$ cat src/rtl/imem_prog_loader_pkg.sv
// Shared constants for the MIPS program loader and control decoder: op codes,
// opcode/funct fields, loader FSM state codes and word-packing helpers.
package imem_prog_loader_pkg;

  typedef enum logic [4:0] {
    OP_ADDU  = 5'd0,
    OP_SUBU  = 5'd1,
    OP_ADD   = 5'd2,
    OP_AND   = 5'd3,
    OP_OR    = 5'd4,
    OP_SLT   = 5'd5,
    OP_SLL   = 5'd6,
    OP_JR    = 5'd7,
    OP_ADDI  = 5'd8,
    OP_ADDIU = 5'd9,
    OP_ANDI  = 5'd10,
    OP_ORI   = 5'd11,
    OP_LUI   = 5'd12,
    OP_SW    = 5'd13,
    OP_LW    = 5'd14,
    OP_J     = 5'd15,
    OP_JAL   = 5'd16,
    OP_BEQ   = 5'd17
  } op_e;

  localparam logic [5:0] OPC_RTYPE = 6'h00;
  localparam logic [5:0] OPC_ADDI  = 6'h08;
  localparam logic [5:0] OPC_ADDIU = 6'h09;
  localparam logic [5:0] OPC_ANDI  = 6'h0C;
  localparam logic [5:0] OPC_ORI   = 6'h0D;
  localparam logic [5:0] OPC_LUI   = 6'h0F;
  localparam logic [5:0] OPC_SW    = 6'h2B;
  localparam logic [5:0] OPC_LW    = 6'h23;
  localparam logic [5:0] OPC_BEQ   = 6'h04;
  localparam logic [5:0] OPC_J     = 6'h02;
  localparam logic [5:0] OPC_JAL   = 6'h03;

  localparam logic [5:0] FN_ADDU = 6'h21;
  localparam logic [5:0] FN_SUBU = 6'h23;
  localparam logic [5:0] FN_ADD  = 6'h20;
  localparam logic [5:0] FN_AND  = 6'h24;
  localparam logic [5:0] FN_OR   = 6'h25;
  localparam logic [5:0] FN_SLT  = 6'h2A;
  localparam logic [5:0] FN_SLL  = 6'h00;
  localparam logic [5:0] FN_JR   = 6'h08;

  localparam logic [1:0] ST_IDLE  = 2'd0;
  localparam logic [1:0] ST_LOAD  = 2'd1;
  localparam logic [1:0] ST_DONE  = 2'd2;
  localparam logic [1:0] ST_ERROR = 2'd3;

  function automatic logic [31:0] r_word(input logic [4:0] rs, input logic [4:0] rt,
                                         input logic [4:0] rd, input logic [4:0] shamt,
                                         input logic [5:0] funct);
    return {OPC_RTYPE, rs, rt, rd, shamt, funct};
  endfunction

  function automatic logic [31:0] i_word(input logic [5:0] opc, input logic [4:0] rs,
                                         input logic [4:0] rt, input logic [15:0] imm);
    return {opc, rs, rt, imm};
  endfunction

endpackage

$ cat src/rtl/mips_instr_pack.sv
// Combinational encoder: symbolic op plus fields -> 32-bit MIPS word.
// legal drops for op codes outside the table; word is then zero.
module mips_instr_pack
  import imem_prog_loader_pkg::*;
(
  input  logic [4:0]  op,
  input  logic [4:0]  rs,
  input  logic [4:0]  rt,
  input  logic [4:0]  rd,
  input  logic [4:0]  shamt,
  input  logic [15:0] imm,
  input  logic [25:0] target,
  output logic [31:0] word,
  output logic        legal
);

  always_comb begin
    word  = 32'h0000_0000;
    legal = 1'b1;
    case (op)
      OP_ADDU:  word = r_word(rs, rt, rd, 5'd0, FN_ADDU);
      OP_SUBU:  word = r_word(rs, rt, rd, 5'd0, FN_SUBU);
      OP_ADD:   word = r_word(rs, rt, rd, 5'd0, FN_ADD);
      OP_AND:   word = r_word(rs, rt, rd, 5'd0, FN_AND);
      OP_OR:    word = r_word(rs, rt, rd, 5'd0, FN_OR);
      OP_SLT:   word = r_word(rs, rt, rd, 5'd0, FN_SLT);
      OP_SLL:   word = r_word(5'd0, rt, rd, shamt, FN_SLL);
      OP_JR:    word = r_word(rs, 5'd0, 5'd0, 5'd0, FN_JR);
      OP_ADDI:  word = i_word(OPC_ADDI, rs, rt, imm);
      OP_ADDIU: word = i_word(OPC_ADDIU, rs, rt, imm);
      OP_ANDI:  word = i_word(OPC_ANDI, rs, rt, imm);
      OP_ORI:   word = i_word(OPC_ORI, rs, rt, imm);
      OP_LUI:   word = i_word(OPC_LUI, 5'd0, rt, imm);
      OP_SW:    word = i_word(OPC_SW, rs, rt, imm);
      OP_LW:    word = i_word(OPC_LW, rs, rt, imm);
      OP_BEQ:   word = i_word(OPC_BEQ, rs, rt, imm);
      OP_J:     word = {OPC_J, target};
      OP_JAL:   word = {OPC_JAL, target};
      default:  legal = 1'b0;
    endcase
  end

endmodule

$ cat src/rtl/imem_prog_loader.sv
// Streams encoded ops into instruction memory from word 0 and releases the
// CPU (cpu_run) only after a program has loaded without errors.
module imem_prog_loader
  import imem_prog_loader_pkg::*;
#(
  parameter int DEPTH  = 256,
  parameter int ADDR_W = 8
) (
  input  logic              clk,
  input  logic              reset,
  input  logic              start,
  input  logic              in_valid,
  output logic              in_ready,
  input  logic [4:0]        in_op,
  input  logic [4:0]        in_rs,
  input  logic [4:0]        in_rt,
  input  logic [4:0]        in_rd,
  input  logic [4:0]        in_shamt,
  input  logic [15:0]       in_imm,
  input  logic [25:0]       in_target,
  input  logic              in_last,
  output logic              imem_we,
  output logic [ADDR_W-1:0] imem_addr,
  output logic [31:0]       imem_wdata,
  output logic              cpu_run,
  output logic              err_op,
  output logic              err_ovf
);

  localparam logic [ADDR_W-1:0] LAST_ADDR = ADDR_W'(DEPTH - 1);

  logic [1:0]        state_q, state_d;
  logic [ADDR_W-1:0] ptr_q, ptr_d;
  logic              we_q, we_d;
  logic [ADDR_W-1:0] addr_q, addr_d;
  logic [31:0]       wdata_q, wdata_d;
  logic              err_op_q, err_op_d;
  logic              err_ovf_q, err_ovf_d;
  logic              cpu_run_q, cpu_run_d;

  logic [31:0] enc_word;
  logic        enc_legal;
  logic        restart;

  mips_instr_pack u_pack (
    .op     (in_op),
    .rs     (in_rs),
    .rt     (in_rt),
    .rd     (in_rd),
    .shamt  (in_shamt),
    .imm    (in_imm),
    .target (in_target),
    .word   (enc_word),
    .legal  (enc_legal)
  );

  assign restart = start && (state_q != ST_LOAD);

  always_comb begin
    state_d   = state_q;
    ptr_d     = ptr_q;
    we_d      = 1'b0;
    addr_d    = addr_q;
    wdata_d   = wdata_q;
    err_op_d  = err_op_q;
    err_ovf_d = err_ovf_q;
    cpu_run_d = 1'b0;
    if (restart) begin
      state_d   = ST_LOAD;
      ptr_d     = '0;
      err_op_d  = 1'b0;
      err_ovf_d = 1'b0;
    end else begin
      case (state_q)
        ST_LOAD: begin
          if (in_valid) begin
            we_d    = 1'b1;
            addr_d  = ptr_q;
            // Unknown ops still occupy a slot (as a NOP) so later words keep their addresses.
            wdata_d = enc_legal ? enc_word : 32'h0000_0000;
            if (!enc_legal) err_op_d = 1'b1;
            if (in_last) begin
              state_d = ST_DONE;
            end else if (ptr_q == LAST_ADDR) begin
              state_d   = ST_ERROR;
              err_ovf_d = 1'b1;
            end else begin
              ptr_d = ptr_q + ADDR_W'(1);
            end
          end
        end
        ST_DONE: begin
          if (err_op_q) state_d = ST_ERROR;
          else          cpu_run_d = 1'b1;
        end
        default: ;
      endcase
    end
  end

  always_ff @(posedge clk) begin
    if (reset) begin
      state_q   <= ST_IDLE;
      ptr_q     <= '0;
      we_q      <= 1'b0;
      addr_q    <= '0;
      wdata_q   <= 32'h0000_0000;
      err_op_q  <= 1'b0;
      err_ovf_q <= 1'b0;
      cpu_run_q <= 1'b0;
    end else begin
      state_q   <= state_d;
      ptr_q     <= ptr_d;
      we_q      <= we_d;
      addr_q    <= addr_d;
      wdata_q   <= wdata_d;
      err_op_q  <= err_op_d;
      err_ovf_q <= err_ovf_d;
      cpu_run_q <= cpu_run_d;
    end
  end

  // Reset also suppresses a write already sitting in the output register.
  assign imem_we    = we_q & ~reset;
  assign imem_addr  = addr_q;
  assign imem_wdata = wdata_q;
  assign in_ready   = (state_q == ST_LOAD);
  assign cpu_run    = cpu_run_q;
  assign err_op     = err_op_q;
  assign err_ovf    = err_ovf_q;

endmodule

$ cat config.mk
export PLATFORM = sky130hd
export DESIGN_NAME = imem_prog_loader
export DESIGN_NICKNAME = d
export VERILOG_FILES = /design/src/rtl/imem_prog_loader_pkg.sv /design/src/rtl/mips_instr_pack.sv /design/src/rtl/imem_prog_loader.sv
export SDC_FILE = /design/constraint.sdc
export NUM_CORES = 1
export LEC_CHECK = 0
export BUFFER_PORTS_ARGS = -buffer_cell sky130_fd_sc_hd__buf_4
export CORE_ASPECT_RATIO = 0.9
export CORE_MARGIN = 5
export CORE_UTILIZATION = 46
export CTS_CLUSTER_SIZE = 28
export DETAILED_ROUTE_END_ITERATION = 8
export GPL_TIMING_DRIVEN = 0
export HOLD_SLACK_MARGIN = 0.06
export PLACE_DENSITY_LB_ADDON = 0.08
export SLEW_MARGIN = 20
export SYNTH_ARGS = -nofsm -noshare
export SYNTH_HDL_FRONTEND = slang
export SYNTH_SLANG_ARGS = --single-unit
$ cat constraint.sdc
create_clock -name clk -period 1.95 [get_ports clk]
set_clock_uncertainty 0.05 [all_clocks]
set_input_delay 0.4875 -clock clk [delete_from_list [all_inputs] [get_ports clk]]
set_output_delay 0.4875 -clock clk [all_outputs]
set_load 0.01 [all_outputs]
# ---- After elaboration in Yosys (flattened, before gate mapping)
# Cells that the tools add are included.
dict set report totals {
  regBits 54
  in_bits 72
  output_inout_bits 45
  wordCells 70
}
dict set report classes {
  add_sub_neg 1
  n_eq_ne 27
  n_mux 11
  n_bitwise 8
  reduce_logical 14
}
# op n
set ops {}
lappend ops {{32-bit one-hot mux with 18 select lines} 1}
lappend ops {{5-bit by 4-bit equality test with 1-bit output (second input constant)} 8}
lappend ops {{32-bit two-way mux} 1}
lappend ops {{5-bit by 3-bit equality test with 1-bit output (second input constant)} 4}
lappend ops {{18-bit OR reduction} 1}
lappend ops {{4-bit AND reduction} 4}
lappend ops {{5-bit by 2-bit equality test with 1-bit output (second input constant)} 2}
lappend ops {{5-bit equality test (second input constant)} 2}
lappend ops {{8-bit by 1-bit adder with 8-bit output (second input constant)} 1}
lappend ops {{8-bit equality test (second input constant)} 1}
lappend ops {{2-bit two-way mux} 4}
lappend ops {{1-bit NOT} 7}
lappend ops {{3-bit AND reduction} 2}
lappend ops {{3-bit OR reduction} 2}
lappend ops {{5-bit by 1-bit equality test with 1-bit output (second input constant)} 1}
lappend ops {{5-bit zero test} 1}
lappend ops {{1-bit two-way mux} 4}
lappend ops {{2-bit inequality test (second input constant)} 2}
lappend ops {{4-bit by 1-bit inequality test with 1-bit output (second input constant)} 1}
lappend ops {{2-bit one-hot mux with 2 select lines} 1}
lappend ops {{3-bit by 1-bit inequality test with 1-bit output (second input constant)} 1}
lappend ops {{3-bit by 2-bit inequality test with 1-bit output (second input constant)} 1}
lappend ops {{3-bit inequality test (second input constant)} 1}
lappend ops {{3-bit nonzero test} 1}
lappend ops {{7 further kinds} 7}

# ---- Longest topological paths before layout
dict set report depth {
  depth_word 6
  ltp_mapped 7
  ltp_nobuf 6
}

# ---- Hierarchy
# Synthesis repeated with hierarchy kept, for this count alone.
dict set report unflattened {
  cells_unflattened 284
  area_unflattened_um2 2747.6
}
# mod instances cells_each area_each_um2 seq_area_each_um2
set by_module_without_submodules {}
lappend by_module_without_submodules {imem_prog_loader 1 177 1983.2 1081.0}
lappend by_module_without_submodules {mips_instr_pack 1 107 764.5 0.0}

# ---- Least setup slack after synthesis
# OpenSTA, ideal clock, no wires.
dict set report synth_path {
  kind {input to register}
  from {input port in_op[1]}
  to {register wdata_q[12] (netlist: imem_wdata[12])}
  setup_ns 0.126
  arrival_time_ns 1.586
  t_required_ns 1.774
  slack_ns 0.188
  path_stages 7
  n_path_buf 2
  cell_sequence {nor3_1 and3_1 or2_1 buf_2 buf_6 a222oi_1 o21ai_1}
}
dict set report synth_via {
  elab_chain_cells 4
  elab_cells_between_ends 22
  cone_classes {17 x eq/ne; 3 x mux; 2 x reduce/logical}
}
# element line_no
set synth_lines {}
lappend synth_lines {{from (decl)} imem_prog_loader.sv:14} ;# input logic [4:0] in_op,
lappend synth_lines {{5-bit by 1-bit equality test with 1-bit output (tied with other cells)} mips_instr_pack.sv:20} ;# case (op)
lappend synth_lines {{18-bit OR reduction (no line)} n/a}
lappend synth_lines {{1-bit two-way mux} mips_instr_pack.sv:20}
lappend synth_lines {{32-bit two-way mux *} imem_prog_loader.sv:80} ;# wdata_d = enc_legal ? enc_word : 32'h0000_0000;
lappend synth_lines {{to (signal assigned)} imem_prog_loader.sv:116} ;# wdata_q <= wdata_d;
lappend synth_lines {{to (decl)} imem_prog_loader.sv:36} ;# logic [31:0] wdata_q, wdata_d;
# Mark *: on every way between the ends. The rest lies on a longest branch, timed or not.
# A chain may end at the register's enable or synchronous reset.

# ---- Worst setup path after layout
dict set report layout_path {
  from {input port in_op[1]}
  to {register wdata_q[15] (netlist: imem_wdata[15])}
}
# Same word-level chain as after synthesis.

==> run_results.csv <==
group,metric,value,unit
logic_synthesis,yosysMostFrequentCell,"dfxtp_1",
logic_synthesis,yosys.area.top_type,"dfxtp_1",
cells_and_area,antenna_cells,0,
run,cap_viol_max_count,0,
run_status,outcome,"completed",
worst_setup_path,reg2reg_depth,5,
global_routing,grt-ovfl-total,0,
clock_tree,path_clk_slew,0.09,ns
clock_tree,cts_tree,"yes",
die,placementRows,25,
timing,max_freq,552,MHz
clock_tree,cts-buffers-inserted,5,
drt,wl_per_cell,15.2,um
min_path,min_path_type,"input pin to register",
placed_design,place_area,0.00338,mm2
cells_and_area,fin_area,0.00352,mm2
power_and_ir_drop,power.density,630,mW/mm2
logic_synthesis,synth_cells,295,
cells_and_area,fill_cells,471,
die,dieArea,0.00686,mm2
cells_and_area,drive_gt1_share,33.6,%
worst_setup_path,crit_slowest_cell,"a222oi_1",
logic_synthesis,synthDominantCellAreaShare,43.5,%
worst_setup_path,path_class,"input pin to register",
power_and_ir_drop,p_leak,0.00147,uW
drt,detail-route-antenna-nets,0,
timing,rsz0062_at_grt,"false",
power_and_ir_drop,p_clk_share,34.5,%
worst_setup_path,critPathLaunchType,"input pin",
worst_setup_path,ff2ff_setup_slack,0.18,ns
global_routing,grt_pass1_wl,11700,um
power_and_ir_drop,switching_power,523,uW
worst_setup_path,critPathBufInv,4,
worst_setup_path,r2r-start,"state_q[0]$_SDFFE_PP0P_",
logic_synthesis,synth_edf_count,0,
drt,drt_pre_antenna_iters,5,
logic_synthesis,synth_area_per_cell,8.27,um2
logic_synthesis,synth_cell_type_count,46,
drt,viasPerCell,5.49,
clock_tree,clock-root-buffer,"clkbuf_8",
logic_synthesis,synth_seq_cells,53,
drt,drc,0,
worst_setup_path,required,2.08,ns
min_path,whs_path_depth,2,
timing,slew_viol_final,0,
timing,setup_viol,0,
logic_synthesis,yosysSeqAreaShare,43.5,%
power_and_ir_drop,seqPwrFrac,50.1,%
timing,hold_violations,0,
logic_synthesis,yosysWarnings,0,
drt,routed_wl,7340,um
timing,setup_ws,0.138,ns
worst_setup_path,worstPathCellList,"buf_4 -> buf_2 -> inv_1 -> o21bai_1 -> o21ai_2 -> buf_2 -> a222oi_1 -> o21ai_1",
logic_synthesis,synth_top_flop_cell,"dfxtp_1",
worst_setup_path,r2r_end,"imem_wdata[9]$_SDFFE_PP0P_",
logic_synthesis,synth_area,0.00244,mm2
placed_design,io_buffers,114,
clock_tree,htreeDepth,2,
global_routing,track_usage,21.3,%
die,initial_core_util,47.0,%
die,pin_count,117,
global_routing,antenna_found_initial,0,
clock_tree,clock-sinks,53,
timing,slew_headroom,45.7,%
cells_and_area,nNetsFinal,489,
drt,drtIter0Drc,257,
power_and_ir_drop,pwr-share-comb,15.3,%
global_routing,grt_max_degree,16,
worst_setup_path,cp.arrival,1.94,ns
placed_design,place_ws,-0.215,ns
cells_and_area,area_delta_synth_final,44.2,%
timing,timing.final.crit_share,92.9,%
clock_tree,insertion_delay,0.30,ns
timing,worst_pin_slew,0.809,ns
worst_setup_path,max_stage_delay,0.32,ns
clock_tree,holdBufCountCts,0,
power_and_ir_drop,p_int,1690,uW
die,fp.dieW,86.8,um
worst_setup_path,cp_max_fo,10,
worst_setup_path,cp_common_cell,"buf_2",
drt,vias,2659,
timing,setup_tns,0,ns
placed_design,routabilityCongestion,0.873,
logic_synthesis,synthTopCellsByArea,"dfxtp_1, nand2_1, nor2_1",
die,core_area,0.00519,mm2
logic_synthesis,yosys-top-cells-count,"dfxtp_1, nand2_1, nor2_1",
logic_synthesis,syn_nets,368,
power_and_ir_drop,vdd_drop_max,418,uV
clock_tree,cts_buffer_depth,2,
logic_synthesis,synthArstFlopShare,0,%
min_path,holdPathEnd,"imem_wdata[19]$_SDFFE_PP0P_",
timing,layout_min_cycle_time,1.81,ns
global_routing,grt_pass1_vias,2539,
min_path,hp-start,"in_rt[3]",
cells_and_area,post-route-util,67.7,%
placed_design,hpwl,5790,um
die,die_y,79.1,um
power_and_ir_drop,sw_frac_of_total,23.6,%
worst_setup_path,crit_path_end_kind,"register",
worst_setup_path,cp_top_family,"compound AO/OA/AOI/OAI gates",
[timing repair]
action	CTS	global route
endpoints found under the hold margin	0	0
endpoints found under the setup margin	1	13
resized for setup	1	10
setup buffers	0	0
[flip-flops by register name, summed over array words and instances, names as in the netlist]
name / flops
cpu_run: 1
err_op: 1
err_ovf: 1
imem_addr: 8
imem_wdata: 31
ptr_q: 8
state_q: 2
we_q: 1
[how the worst max path moves through the flow]
stage | slack, ns | cells past startpoint | endpoint | from
2_1_floorplan | 0.19 | 7 | imem_wdata[12]$_SDFFE_PP0P_ | in_op[1]
3_3_place_gp | -0.20 | 7 | imem_wdata[21]$_SDFFE_PP0P_ | in_op[4]
3_5_place_dp | -0.21 | 5 | imem_wdata[17]$_SDFFE_PP0P_ | in_op[0]
4_1_cts | 0.05 | 6 | imem_wdata[0]$_SDFFE_PP0P_ | state_q[0]$_SDFFE_PP0P_
5_1_grt | 0.04 | 8 | imem_wdata[1]$_SDFFE_PP0P_ | in_op[0]
6_report | 0.14 | 8 | imem_wdata[15]$_SDFFE_PP0P_ | in_op[1]
[kinds of logic (layout without fill, tap and decap cells)]
family	count (synthesis)	after routing	share of synthesized area [%]
other	1	1	0.154
adders and majority gates	1	1	0.513
and+or+nand+nor	114	114	22.1
buffers and inverters	26	148	4.72
DFF	53	53	43.5
AOI/OAI and AO/OA	91	91	25.8
xor gates and xnor gates	8	8	2.87
muxes	1	1	0.410
[power by group through the flow]
stage                     Combinational [uW]  Sequential, uW  Clock, uW
after floorplan                          144            1140          0
after global placement                   328            1130          0
after detailed placement                 332            1140          0
after CTS                                335            1110        776
after global routing                     369            1110        825
final                                    339            1110        765
[cell usage in the layout, fill, tap and decap left out, types with 5 or more instances in the layout]
cell / netlist / final
buf_4: 1 / 115
dfxtp_1: 53 / 53
nand2_1: 41 / 41
nor2_1: 27 / 25
a21oi_1: 20 / 20
o21ai_0: 16 / 16
and2_1: 11 / 11
clkbuf_1: 12 / 10
a222oi_1: 10 / 10
nand3_1: 7 / 7
xnor2_1: 7 / 7
inv_1: 6 / 6
nor3_1: 6 / 6
o21ai_1: 7 / 6
a221o_1: 6 / 6
a31oi_1: 6 / 6
clkbuf_8: 0 / 6
buf_2: 5 / 5
o2bb2ai_1: 5 / 5
[stage by stage]
step                      instances  hold slack [ns]  power (uW)
final                           484            0.338        2210
after CTS                       484            0.331        2220
after floorplan                 295            0.407        1280
after detailed placement        476            0.393        1470
after global placement          476            0.387        1460
after global routing            484            0.324        2310
[cell type report]
| type | count | area [um2] | area share [%] |
|---|---|---|---|
| Tap cell | 67 | 83.8 | 2.38 |
| Buffer | 19 | 92.6 | 2.63 |
| Clock inverter | 1 | 30.0 | 0.854 |
| Multi-Input combinational cell | 216 | 1280 | 36.4 |
| Clock buffer | 7 | 86.3 | 2.46 |
| Timing Repair Buffer | 114 | 856 | 24.3 |
| Sequential cell | 53 | 1060 | 30.2 |
| Inverter | 7 | 26.3 | 0.747 |
[worst register-to-register path, stage by stage, from the launching register on]
cell and delay (ns):
dfxtp_1 0.44, nand3b_1 0.24, nor2_2 0.20, nand2_1 0.20, clkbuf_1 0.29, o21ai_0 0.26
[per-layer routing]
metal / track usage, % / vias to the layer above / routed length (um) / share of wire [%]
met2: 33.3 / 124 / 3290 / 45
met1: 27.7 / 1203 / 3180 / 43
met4: 7.48 / 0 / 130 / 1.8
met5: 0 / - / 0 / 0
met3: 6.43 / 16 / 740 / 10
li1: - / 1316 / - / -
No activity file was read; power rests on OpenSTA's default activity.
